### config.mk
export PLATFORM = sky130hd
export DESIGN_NAME = imem_loader
export DESIGN_NICKNAME = d
export VERILOG_FILES = /design/src/rtl/imem_loader.sv
export SDC_FILE = /design/constraint.sdc
export NUM_CORES = 1
export LEC_CHECK = 0
export ABC_AREA = 1
export BUFFER_PORTS_ARGS = -buffer_cell sky130_fd_sc_hd__buf_4
export CAP_MARGIN = 40
export CORE_MARGIN = 3
export CORE_UTILIZATION = 54
export CTS_CLUSTER_SIZE = 30
export DETAILED_ROUTE_END_ITERATION = 8
export HOLD_SLACK_MARGIN = 0.12
export PLACE_DENSITY = 0.74
export SLEW_MARGIN = 25
export SYNTH_ARGS = -nofsm -noshare
export SYNTH_HDL_FRONTEND = slang
export SYNTH_SLANG_ARGS = --single-unit
### constraint.sdc
create_clock -name clk -period 4.03 [get_ports clk]
set_input_delay 0.2015 -clock clk [delete_from_list [all_inputs] [get_ports clk]]
set_output_delay 0.2015 -clock clk [all_outputs]
set_load 0.02 [all_outputs]
### src/rtl/imem_loader.sv
// Boot-time IMEM loader: reads a length-prefixed, XOR-checked byte stream, assembles
// little-endian 32-bit words and writes them to IMEM while holding the fetch stage.
module imem_loader #(
    parameter int unsigned          PC_WIDTH   = 32,
    parameter int unsigned          INST_WIDTH = 32,
    parameter int unsigned          MAX_WORDS  = 1024,
    parameter logic [PC_WIDTH-1:0]  BASE_ADDR  = '0
) (
    input  logic                  clk,
    input  logic                  reset_n,
    input  logic                  load_start,
    input  logic                  in_valid,
    input  logic [7:0]            in_data,
    output logic                  in_ready,
    output logic                  wr_en,
    output logic [PC_WIDTH-1:0]   wr_addr,
    output logic [INST_WIDTH-1:0] wr_data,
    output logic                  core_hold,
    output logic                  done,
    output logic                  err
);

    typedef enum logic [2:0] {
        StIdle, StLenLo, StLenHi, StData, StCsum, StDone, StErr
    } state_e;

    state_e                state_q, state_d;
    logic [15:0]           len_q, len_d;
    logic [15:0]           word_cnt_q, word_cnt_d;
    logic [7:0]            csum_q, csum_d;
    logic [1:0]            byte_cnt_q, byte_cnt_d;
    logic [23:0]           asm_q, asm_d;
    logic                  wr_en_q, wr_en_d;
    logic [PC_WIDTH-1:0]   wr_addr_q, wr_addr_d;
    logic [INST_WIDTH-1:0] wr_data_q, wr_data_d;
    logic                  in_ready_q, in_ready_d;
    logic                  core_hold_q, core_hold_d;
    logic                  done_q, done_d;
    logic                  err_q, err_d;
    logic                  hs;
    logic [15:0]           len_full;

    assign hs       = in_valid & in_ready_q;
    assign len_full = {in_data, len_q[7:0]};

    always_comb begin
        state_d    = state_q;
        len_d      = len_q;
        word_cnt_d = word_cnt_q;
        csum_d     = csum_q;
        byte_cnt_d = byte_cnt_q;
        asm_d      = asm_q;
        wr_en_d    = 1'b0;
        wr_addr_d  = wr_addr_q;
        wr_data_d  = wr_data_q;

        // Address advances the cycle the write is presented; the next word is >= 3 cycles away.
        if (wr_en_q) begin
            wr_addr_d = wr_addr_q + PC_WIDTH'(4);
        end

        unique case (state_q)
            StIdle, StDone, StErr: begin
                if (load_start) begin
                    state_d    = StLenLo;
                    len_d      = '0;
                    word_cnt_d = '0;
                    csum_d     = '0;
                    byte_cnt_d = '0;
                    wr_addr_d  = BASE_ADDR;
                end
            end
            StLenLo: begin
                if (hs) begin
                    len_d[7:0] = in_data;
                    csum_d     = csum_q ^ in_data;
                    state_d    = StLenHi;
                end
            end
            StLenHi: begin
                if (hs) begin
                    len_d[15:8] = in_data;
                    csum_d      = csum_q ^ in_data;
                    if (32'(len_full) > MAX_WORDS) begin
                        state_d = StErr;
                    end else if (len_full == 16'd0) begin
                        state_d = StCsum;
                    end else begin
                        state_d = StData;
                    end
                end
            end
            StData: begin
                if (hs) begin
                    csum_d     = csum_q ^ in_data;
                    byte_cnt_d = byte_cnt_q + 2'd1;
                    if (byte_cnt_q == 2'd3) begin
                        wr_en_d    = 1'b1;
                        wr_data_d  = INST_WIDTH'({in_data, asm_q});
                        word_cnt_d = word_cnt_q + 16'd1;
                        if (word_cnt_q + 16'd1 == len_q) begin
                            state_d = StCsum;
                        end
                    end else begin
                        asm_d[byte_cnt_q*8 +: 8] = in_data;
                    end
                end
            end
            StCsum: begin
                if (hs) begin
                    state_d = (in_data == csum_q) ? StDone : StErr;
                end
            end
            default: state_d = StIdle;
        endcase

        in_ready_d  = state_d inside {StLenLo, StLenHi, StData, StCsum};
        core_hold_d = in_ready_d | (state_d == StErr);
        done_d      = (state_d == StDone);
        err_d       = (state_d == StErr);
    end

    always_ff @(posedge clk) begin
        if (!reset_n) begin
            state_q     <= StIdle;
            len_q       <= '0;
            word_cnt_q  <= '0;
            csum_q      <= '0;
            byte_cnt_q  <= '0;
            asm_q       <= '0;
            wr_en_q     <= 1'b0;
            wr_addr_q   <= BASE_ADDR;
            wr_data_q   <= '0;
            in_ready_q  <= 1'b0;
            core_hold_q <= 1'b0;
            done_q      <= 1'b0;
            err_q       <= 1'b0;
        end else begin
            state_q     <= state_d;
            len_q       <= len_d;
            word_cnt_q  <= word_cnt_d;
            csum_q      <= csum_d;
            byte_cnt_q  <= byte_cnt_d;
            asm_q       <= asm_d;
            wr_en_q     <= wr_en_d;
            wr_addr_q   <= wr_addr_d;
            wr_data_q   <= wr_data_d;
            in_ready_q  <= in_ready_d;
            core_hold_q <= core_hold_d;
            done_q      <= done_d;
            err_q       <= err_d;
        end
    end

    assign in_ready  = in_ready_q;
    assign wr_en     = wr_en_q;
    assign wr_addr   = wr_addr_q;
    assign wr_data   = wr_data_q;
    assign core_hold = core_hold_q;
    assign done      = done_q;
    assign err       = err_q;

endmodule

==> run metrics, run 1 <==
row count 39; most common cell after layout, fill and taps aside nand2_1; Critical Path AT 2.63 ns; Clk Latency, worst-skew pair 0.42 ns; Worst Setup EP wr_data[14]; clk_skew 0.007033 ns; Post-Syn Area 6456 um^2; H-tree depth 4; worst-path fanout max 42; Reg-to-Reg Start state_q[0]; leakage 3.210 nW; pin count of the biggest net entering global routing 43; CTS Buf Count 17; area of the die 13300 um^2; Async SR Flop Fraction 0%; via count 5951; DRC viols 0; average size of a mapped cell 7.320 um^2; initial antenna violation count 0; diode count 0; Final Power 0.003596 W; fmax 431.1 MHz; RePlAce Congestion 0.8669; max-cap violations 0; maximum clock path buffer count 2; Reg power frac 40.0%; internal power contribution 0.002671 W; number of synthesized flops with an enable pin 0; Nets 974; number of nets with antenna violations after routing 0; first-pass GRT wire length 25990 um; post-layout minimum cycle time 2.320 ns; all-layer global routing usage 24.43%; Hold Startpoint in_data[6]; Cell Count, Final, Fillers Out 1111; sequential fraction of the synthesis area 42.17%; starting density of the core 55.83%; final hold vios 0; kind of critical path reg2reg; Synth cell types 45; vias in the first global route 5411; CTS tree done; DR iter-0 viols 515; Area growth syn-to-layout 21.07%; clock sink count 136; r2r worst-path depth 9; Worst Hold Class in2reg; core area 11560 um^2; hold slack final 0.1541 ns; critical path data required time 4.34 ns; Ports 81; NetSw 0.0009258 W; GR Overflow Total 0; Synth Instances 882; Hold Crit Depth 3; critical path launch point type flip-flop; combinational share of power 11.3%; post-CTS resize count 0; hpwl dp 10900 um; Root Driver clkbuf_16; most frequent cells in the layout 156 x nand2_1, 136 x dfxtp_1, 109 x nor2_1; status finished, final reports clean; Peak VDD IR 0.3778 mV; Worst Tran Pin Value 0.7554 ns; Placed Instances 1077; Reg clk slew, reported paths 0.06 ns; DRT Wirelength 15820 um; setup TNS 0 ns; crit path capture type flip-flop; fin crit share 57.56%; #FFs+latches synth 136; share of cells above drive strength 1 16.53%; Sw Ratio 25.74%; routed wire length per instance 14.24 um; Filler cells 1012; die height 115.3 um; ys flop type dfxtp_1; input/output buffers 78; Sequential Area 2723 um^2; RSZ-0062 raised after global routing false; reg2reg setup slack 1.71 ns; multi-input logic area 3226 um^2; Warnings, synthesis 0; die width 115.3 um; Rel. slew slack 49.58%; final setup fails 0; 1st-pass router iterations 5; Setup crit start state_q[0]; Avg Vias per Cell 5.356; Critical R2R Capture wr_data[14]; clock network fraction of total power 48.7%; Slew Limit Fails 0; Pwr Density 460.1 nW/um^2
==> cell families after synthesis <==
family	after synthesis	share of synthesized area, %
buffers and inverters	131	7.965
XOR/XNOR	25	3.605
other	1	0.05808
AND/OR/NAND/NOR	406	29.13
adder cells (fa/ha/maj)	7	1.357
flip-flops	136	42.17
AO/OA/AOI/OAI	176	15.72
==> registers in the layout, summed over array words and instances, names as in the netlist <==
signal,cells
wr_addr,30
word_cnt_q,16
wr_en,1
csum_q,8
err,1
done,1
byte_cnt_q,2
state_q,3
core_hold,1
len_q,16
wr_data,32
in_ready,1
asm_q,24
==> routing by layer <==
layer  GRT usage (%)  vias to the layer above  routed length, um
met1           33.78                     2653               7577
li1                -                     3068                  -
met2           36.61                      202               6941
met5               0                        -                  0
met4           9.546                        0                357
met3           6.263                       28                942
==> how the worst min path moves through the flow <==
| stage | slack [ns] | end |
|---|---|---|
| after floorplan | 0.36 | wr_data[24] |
| after global placement | 0.45 | asm_q[23] |
| after detailed placement | 0.45 | asm_q[23] |
| after CTS | 0.14 | len_q[4] |
| after global routing | 0.15 | len_q[1] |
| final | 0.15 | len_q[6] |
==> area by class of cell <==
cell class | count | share of cell area, %
clock inverter | 13 | 2.769
multi-input combinational | 616 | 41.27
tap | 143 | 2.289
inverter | 100 | 4.802
timing repair buffer | 84 | 8.244
clock buffer | 19 | 5.795
sequential | 136 | 34.83
==> power groups by stage <==
stage	clock network [W]	registers [W]	logic, W
after global routing	0.00183	0.00144	0.000457
final	0.00175	0.00144	0.000406
after floorplan	0	0.00146	0.000300
after detailed placement	0	0.00147	0.000394
after global placement	0	0.00147	0.000388
after CTS	0.00177	0.00144	0.000398
==> synth_stat cells, types with 6 or more instances <==
library cell,n,area share [%]
nand4_1,12,1.2
o21ai_0,48,3.7
xor2_1,18,2.4
dfxtp_1,136,42
a21oi_1,78,6.0
inv_2,6,0.35
xnor2_1,6,0.81
a31oi_1,7,0.68
nor2_1,110,6.4
nor2_2,9,0.87
nand2_2,9,0.87
inv_1,93,5.4
o22ai_1,7,0.68
nand3_1,47,3.6
nor3_1,18,1.4
or3_1,22,2.1
ha_1,7,1.4
buf_2,6,0.47
nand2_1,156,9.1
clkbuf_1,22,1.3
a211oi_1,22,2.6
==> stage by stage <==
stage / util (%) / cell area (um^2) / setup slack (ns)
2_1_floorplan: - / 6460 / 2.006
3_3_place_gp: 61.48 / 7111 / 1.712
3_5_place_dp: 61.58 / 7122 / 1.646
4_1_cts: 67.46 / 7801 / 1.638
5_1_grt: 67.59 / 7816 / 1.418
6_report: 67.59 / 7816 / 1.710
==> worst max-delay path, cell delays in order, from the launching register on <==
cell and delay (ns):
dfxtp_1 0.39, inv_2 0.10, nor3_2 0.17, buf_4 0.28
nand2_1 0.12, nor2_2 0.09, buf_4 0.33, inv_1 0.42
nor2_1 0.22, nor2_1 0.06
==> timing repair <==
| action | in CTS | in global routing |
|---|---|---|
| endpoints found under the hold margin | 1 | 0 |
| hold buffers | 1 | 0 |
| setup buffers | 0 | 0 |
No activity file was read; power rests on OpenSTA's default activity.
==> run 2, diff against run 1 <==
--- a/config.mk
+++ b/config.mk
@@ -5,7 +5,7 @@
 export SDC_FILE = /design/constraint.sdc
 export NUM_CORES = 1
 export LEC_CHECK = 0
-export ABC_AREA = 1
+export ABC_AREA = 0
 export BUFFER_PORTS_ARGS = -buffer_cell sky130_fd_sc_hd__buf_4
 export CAP_MARGIN = 40
 export CORE_MARGIN = 3
==> constraint.sdc (replaced) <==
create_clock -name clk -period 2.24 [get_ports clk]
set_input_delay 0.112 -clock clk [delete_from_list [all_inputs] [get_ports clk]]
set_output_delay 0.112 -clock clk [all_outputs]
set_load 0.02 [all_outputs]
==> run 2 against run 1 <==
Net effect:
- critical path depth shrank 2
- fmax grew 8.7%
- die area shrank 1.8%
- design area grew 1.2%
- first-iteration DRC count shrank 20%
- synthesized area shrank 1.9%
- wire length grew 5.5%
- critical path type unchanged
==> run metrics, run 2 <==
status finished, final reports clean; Final Power 0.005563 W (+55%); CTS tree done; 1st-pass router iterations 5 (unchanged); die width 114.3 um (-0.91%); sequential fraction of the synthesis area 42.99% (+0.82 points); all-layer global routing usage 25.58% (+1.1 points); DR iter-0 viols 410 (-20%); post-layout minimum cycle time 2.135 ns (-0.1848 ns); ys flop type dfxtp_1; starting density of the core 56.93% (+1.1 points); number of synthesized flops with an enable pin 0 (unchanged); DRT Wirelength 16680 um (+5.5%); Slew Limit Fails 0 (unchanged); pin count of the biggest net entering global routing 99 (+130%); number of nets with antenna violations after routing 0 (unchanged); Pwr Density 703.1 nW/um^2 (+53%); input/output buffers 78 (unchanged); RePlAce Congestion 0.8832 (+1.9%); final setup fails 0 (unchanged); most common cell after layout, fill and taps aside nand2_1; area of the die 13060 um^2 (-1.8%); routed wire length per instance 15.93 um (+12%); core area 11130 um^2 (-3.8%); Root Driver clkbuf_16; share of cells above drive strength 1 18.74% (+2.2 points); Sequential Area 2731 um^2 (+0.32%); DRC viols 0 (unchanged); Synth top cells by count 146 x nand2_1, 136 x dfxtp_1, 112 x a21oi_1; first-pass GRT wire length 26940 um (+3.7%); crit path capture type flip-flop; Peak VDD IR 1.030 mV (+170%); GR Overflow Total 0 (unchanged); Clk Latency, worst-skew pair 0.43 ns (about the same); Filler cells 898 (-11%); die height 114.3 um (-0.91%); critical path launch point type flip-flop; post-synth top area cell dfxtp_1; Area growth syn-to-layout 24.93%; multi-input logic area 3425 um^2 (+6.2%); Warnings, synthesis 0 (unchanged); synth top area cells dfxtp_1 43%, a21oi_1 8.9%, nand2_1 8.7%; leakage 2.924 nW (-8.9%); kind of critical path reg2reg; maximum clock path buffer count 2 (unchanged); hpwl dp 11070 um (+1.6%); final hold vios 0 (unchanged); Avg Vias per Cell 5.737 (+7.1%); Placed Instances 1005 (-6.7%); clk_skew 0.01077 ns (+0.003735 ns); Async SR Flop Fraction 0% (unchanged); #FFs+latches synth 136 (unchanged); Synth cell types 58 (+29%); fin crit share 95.31% (+38 points); max reg flops 32 (unchanged); diode count 0 (unchanged); post-route core utilization 71.12% (+3.5 points); Nets 913 (-6.3%); row count 38 (-2.6%); H-tree depth 4 (unchanged); worst-path fanout max 7 (-83%); Synth Instances 804 (-8.8%); cell with the most instances after synthesis nand2_1; Synth top area share 42.99% (+0.82 points); vias in the first global route 5631 (+4.1%); CTS Buf Count 17 (unchanged); Cell Count, Final, Fillers Out 1047 (-5.8%); Critical Path AT 2.49 ns (-0.14 ns); most frequent cells in the layout 146 x nand2_1, 129 x dfxtp_1, 114 x buf_4; initial antenna violation count 0 (unchanged); setup TNS 0 ns (unchanged); max-cap violations 0 (unchanged); Ports 81 (unchanged); critical path data required time 2.59 ns (-1.75 ns); via count 6007 (+0.94%); Worst Hold Class in2reg; Reg clk slew, reported paths 0.06 ns (about the same); average size of a mapped cell 7.878 um^2 (+7.6%); fmax 468.4 MHz (+8.7%); Post-Syn Area 6334 um^2 (-1.9%); clock sink count 136 (unchanged)
run 2: cell types whose count changed after synthesis, moves of 19 or more:
cell      delta
nor2_1      -55
a21oi_1     +34
xnor2_1     +19
o21ai_0     -24
inv_1       -83
a211oi_1    -20
run 2: layer usage:
layer	GRT usage (%)	wire, um
met5	0	0
met1	32.23	7215
met4	10.29	320
met2	42.94	8262
met3	5.127	884
run 2: cell type report:
cell class	instances	share of cell area (%)
inverter	11	0.5218
tap	140	2.214
timing repair buffer	124	12.21
sequential	136	34.52
clock buffer	22	5.740
clock inverter	10	1.518
multi-input combinational	604	43.28
run 2: cell families (layout without fill, tap and decap cells):
group | Yosys count | count (layout) | share of synthesized area [%]
AND/OR/NAND/NOR | 369 | 369 | 28.29
XOR/XNOR | 52 | 52 | 7.191
other | 1 | 2 | 0.05921
AO/OA/AOI/OAI | 172 | 172 | 15.55
multiplexers | 1 | 1 | 0.1580
flip-flops | 136 | 136 | 42.99
adder cells (fa/ha/maj) | 8 | 8 | 1.541
buffers and inverters | 65 | 167 | 4.227
run 2: where the power goes:
group / switching [W] / internal (W) / leakage [nW]
clock: 0.00106 / 0.00167 / 0.275
combinational: 0.000233 / 0.000125 / 1.55
sequential: 0.0000282 / 0.00244 / 1.10
run 2: worst paths after layout:
kind                       from             to  slack (ns)  depth (start not counted)
hold / removal         in_valid  byte_cnt_q[1]        0.26                          5
hold reg to reg        asm_q[1]     wr_data[1]        0.45                          2
setup reg to reg  word_cnt_q[0]           done        0.11                          7
setup / recovery  word_cnt_q[0]           done        0.11                          7
run 2: worst max-delay path: stages (launching register included):
cell and delay [ns]:
dfxtp_2 0.38, ha_4 0.18, and3_1 0.24, nand2b_4 0.09
o41ai_2 0.37, nand3_1 0.11, or4b_1 0.55, a21boi_1 0.13
run 2: repair_timing:
action,4_1_cts,5_1_grt
setup buffers,0,1
pin swaps,0,2
resized for setup,2,17
hold endpoints to repair,57,0
setup endpoints to repair,1,11
hold buffers,9,0
run 2: through the flow:
step	instance area (um^2)	worst slack [ns]	hold WS [ns]
final	7913	0.1050	0.2561
after global routing	7913	-0.01187	0.2948
after CTS	7836	0.001180	0.2504
after detailed placement	7161	-0.01775	0.4404
after global placement	7161	0.04776	0.4398
after floorplan	6344	0.07302	0.4321
==> run 3, diff against run 2 <==
--- a/config.mk
+++ b/config.mk
@@ -13,7 +13,7 @@
 export CTS_CLUSTER_SIZE = 30
 export DETAILED_ROUTE_END_ITERATION = 8
 export HOLD_SLACK_MARGIN = 0.12
-export PLACE_DENSITY = 0.74
+export PLACE_DENSITY = 0.75
 export SLEW_MARGIN = 25
 export SYNTH_ARGS = -nofsm -noshare
 export SYNTH_HDL_FRONTEND = slang
==> run 3 against run 2 <==
Net effect:
- die area unchanged
- clock power rose by 12%
- sequential power about the same
- non-clock buffer count grew 4
- sequential cell count unchanged
- clock skew decreased by 0.0045 ns
- total power increased by 5.9%
- via count about the same
- final cell count rose by 0.38%
- critical path type unchanged
- largest cell class unchanged
==> run metrics, run 3 (synthesis gave the netlist of run 2 again) <==
status finished, final reports clean; Slew Limit Fails 0 (unchanged); first-pass GRT wire length 26920 um (about the same); clk_skew 0.006296 ns (-0.004472 ns); vias in the first global route 5711 (+1.4%); most frequent cells in the layout 146 x nand2_1, 129 x dfxtp_1, 119 x buf_4; via count 6005 (-0.033%); DRT Wirelength 16280 um (-2.4%); CTS Buf Count 17 (unchanged); fin crit share 96.48% (+1.2 points); critical path data required time 2.58 ns (about the same); CP cell instances nand4_4, or3_4, a211oi_2, o211ai_1, or4b_1, a21boi_1; max reg flops 32 (unchanged); Pwr Density 734.7 nW/um^2 (+4.5%); Cell Count, Final, Fillers Out 1051 (+0.38%); Root Driver clkbuf_16; RSZ-0062 raised after global routing true; CTS tree done; leakage 2.984 nW (+2.1%); row count 38 (unchanged); die width 114.3 um (unchanged); post-layout minimum cycle time 2.161 ns (+0.02617 ns); Slowest-stage cell, CP or4b_1; Worst Hold Class in2reg; hold slack final 0.3449 ns (+0.08879 ns); Avg Vias per Cell 5.714 (-0.41%); Setup crit start word_cnt_q[6]; all-layer global routing usage 25.51% (-0.069 points); RePlAce Congestion 0.9063 (+2.6%); 1st-pass router iterations 5 (unchanged); Hold Startpoint load_start; family with the most delay on the worst path simple AND/OR/NAND/NOR gates; pin count of the biggest net entering global routing 55 (-44%); initial antenna violation count 0 (unchanged); H-tree depth 4 (unchanged); Critical Path AT 2.50 ns (about the same); CP bufs+invs 0 (unchanged); Clk Latency, worst-skew pair 0.42 ns (about the same); input/output buffers 78 (unchanged); worst-path fanout max 8 (+1); hpwl dp 11040 um (-0.35%); Reg-to-Reg Start word_cnt_q[6]; share of cells above drive strength 1 19.43% (+0.69 points); Nets 917 (+0.44%); die height 114.3 um (unchanged); Final Power 0.005891 W (+5.9%); starting density of the core 56.93% (unchanged); number of nets with antenna violations after routing 0 (unchanged); Ports 81 (unchanged); GR Overflow Total 0 (unchanged); clock sink count 136 (unchanged); core area 11130 um^2 (unchanged); DRC viols 0 (unchanged); max-cap violations 0 (unchanged); critical path launch point type flip-flop; Reg clk slew, reported paths 0.05 ns (about the same); DR iter-0 viols 414 (+0.98%); kind of critical path reg2reg; fmax 462.7 MHz (-1.2%); final hold vios 0 (unchanged); diode count 0 (unchanged); crit path capture type flip-flop; maximum clock path buffer count 2 (unchanged); final setup fails 0 (unchanged); area of the die 13060 um^2 (unchanged); Peak VDD IR 0.5711 mV (-45%); crit-path max cell delay 0.52 ns (-0.03 ns); Rel. slew slack 64.42%; Area growth syn-to-layout 26.61%; routed wire length per instance 15.49 um (-2.8%); Worst Tran Pin Value 0.5337 ns; Placed Instances 1008 (+0.30%); most common cell after layout, fill and taps aside nand2_1
run 3: cell types whose count changed in the layout (fill, tap and decap cells not counted), sizes merged:
cell and delta:
clkinvlp -2, buf +4, clkinv -3, bufinv +2, clkbuf +2, inv +1
run 3: tightest hold or removal path: stages:
cell	delay, ns
buf_4	0.11
nand2_1	0.07
o211ai_1	0.17
nor3b_1	0.07
o211a_1	0.19
run 3: through the flow:
| step | utilization, % | setup WS, ns | area [um^2] | setup TNS, ns |
|---|---|---|---|---|
| 6_report | 72.08 | 0.07886 | 8019 | 0 |
| 5_1_grt | 72.08 | -0.03229 | 8019 | -0.05653 |
| 4_1_cts | 71.23 | 0.01220 | 7925 | 0 |
| 3_5_place_dp | 64.45 | -0.02836 | 7171 | -0.02836 |
| 3_3_place_gp | 64.45 | 0.04143 | 7171 | 0 |
| 2_1_floorplan | - | 0.07302 | 6344 | 0 |
run 3: where the power goes:
group	internal (W)	switching [W]	total, W	leakage [nW]
clock	0.00203	0.00104	0.00307	0.322
combinational	0.000130	0.000228	0.000358	1.56
sequential	0.00244	0.0000276	0.00247	1.10
run 3: path summary, 6_finish.rpt:
| path | depth (start not counted) | slack (ns) | endpoint |
|---|---|---|---|
| hold / removal | 5 | 0.34 | in_ready |
| setup / recovery | 6 | 0.08 | done |
| hold reg to reg | 2 | 0.45 | asm_q[10] |
| setup reg to reg | 6 | 0.08 | done |
run 3: cell type report:
class | instances | area [um^2]
inverter | 11 | 41.29
timing repair buffer | 128 | 983.4
clock inverter | 8 | 155.1
tap | 140 | 175.2
fill | 840 | 3107
clock buffer | 24 | 501.7
multi-input combinational | 604 | 3428
sequential | 136 | 2734
run 3: layer usage:
metal | part of all wire (%) | vias up | global-route usage [%]
li1 | - | 2957 | -
met1 | 43 | 2830 | 32.21
met2 | 49 | 179 | 42.39
met3 | 5.3 | 39 | 5.074
met4 | 2.7 | 0 | 11.08
met5 | 0 | - | 0
run 3: what timing repair did:
action                     CTS  global route
resized for setup            2            19
hold buffers                 9             0
pin swaps                    0             2
setup endpoints to repair    1             9
hold endpoints to repair    57             0
setup buffers                0             2
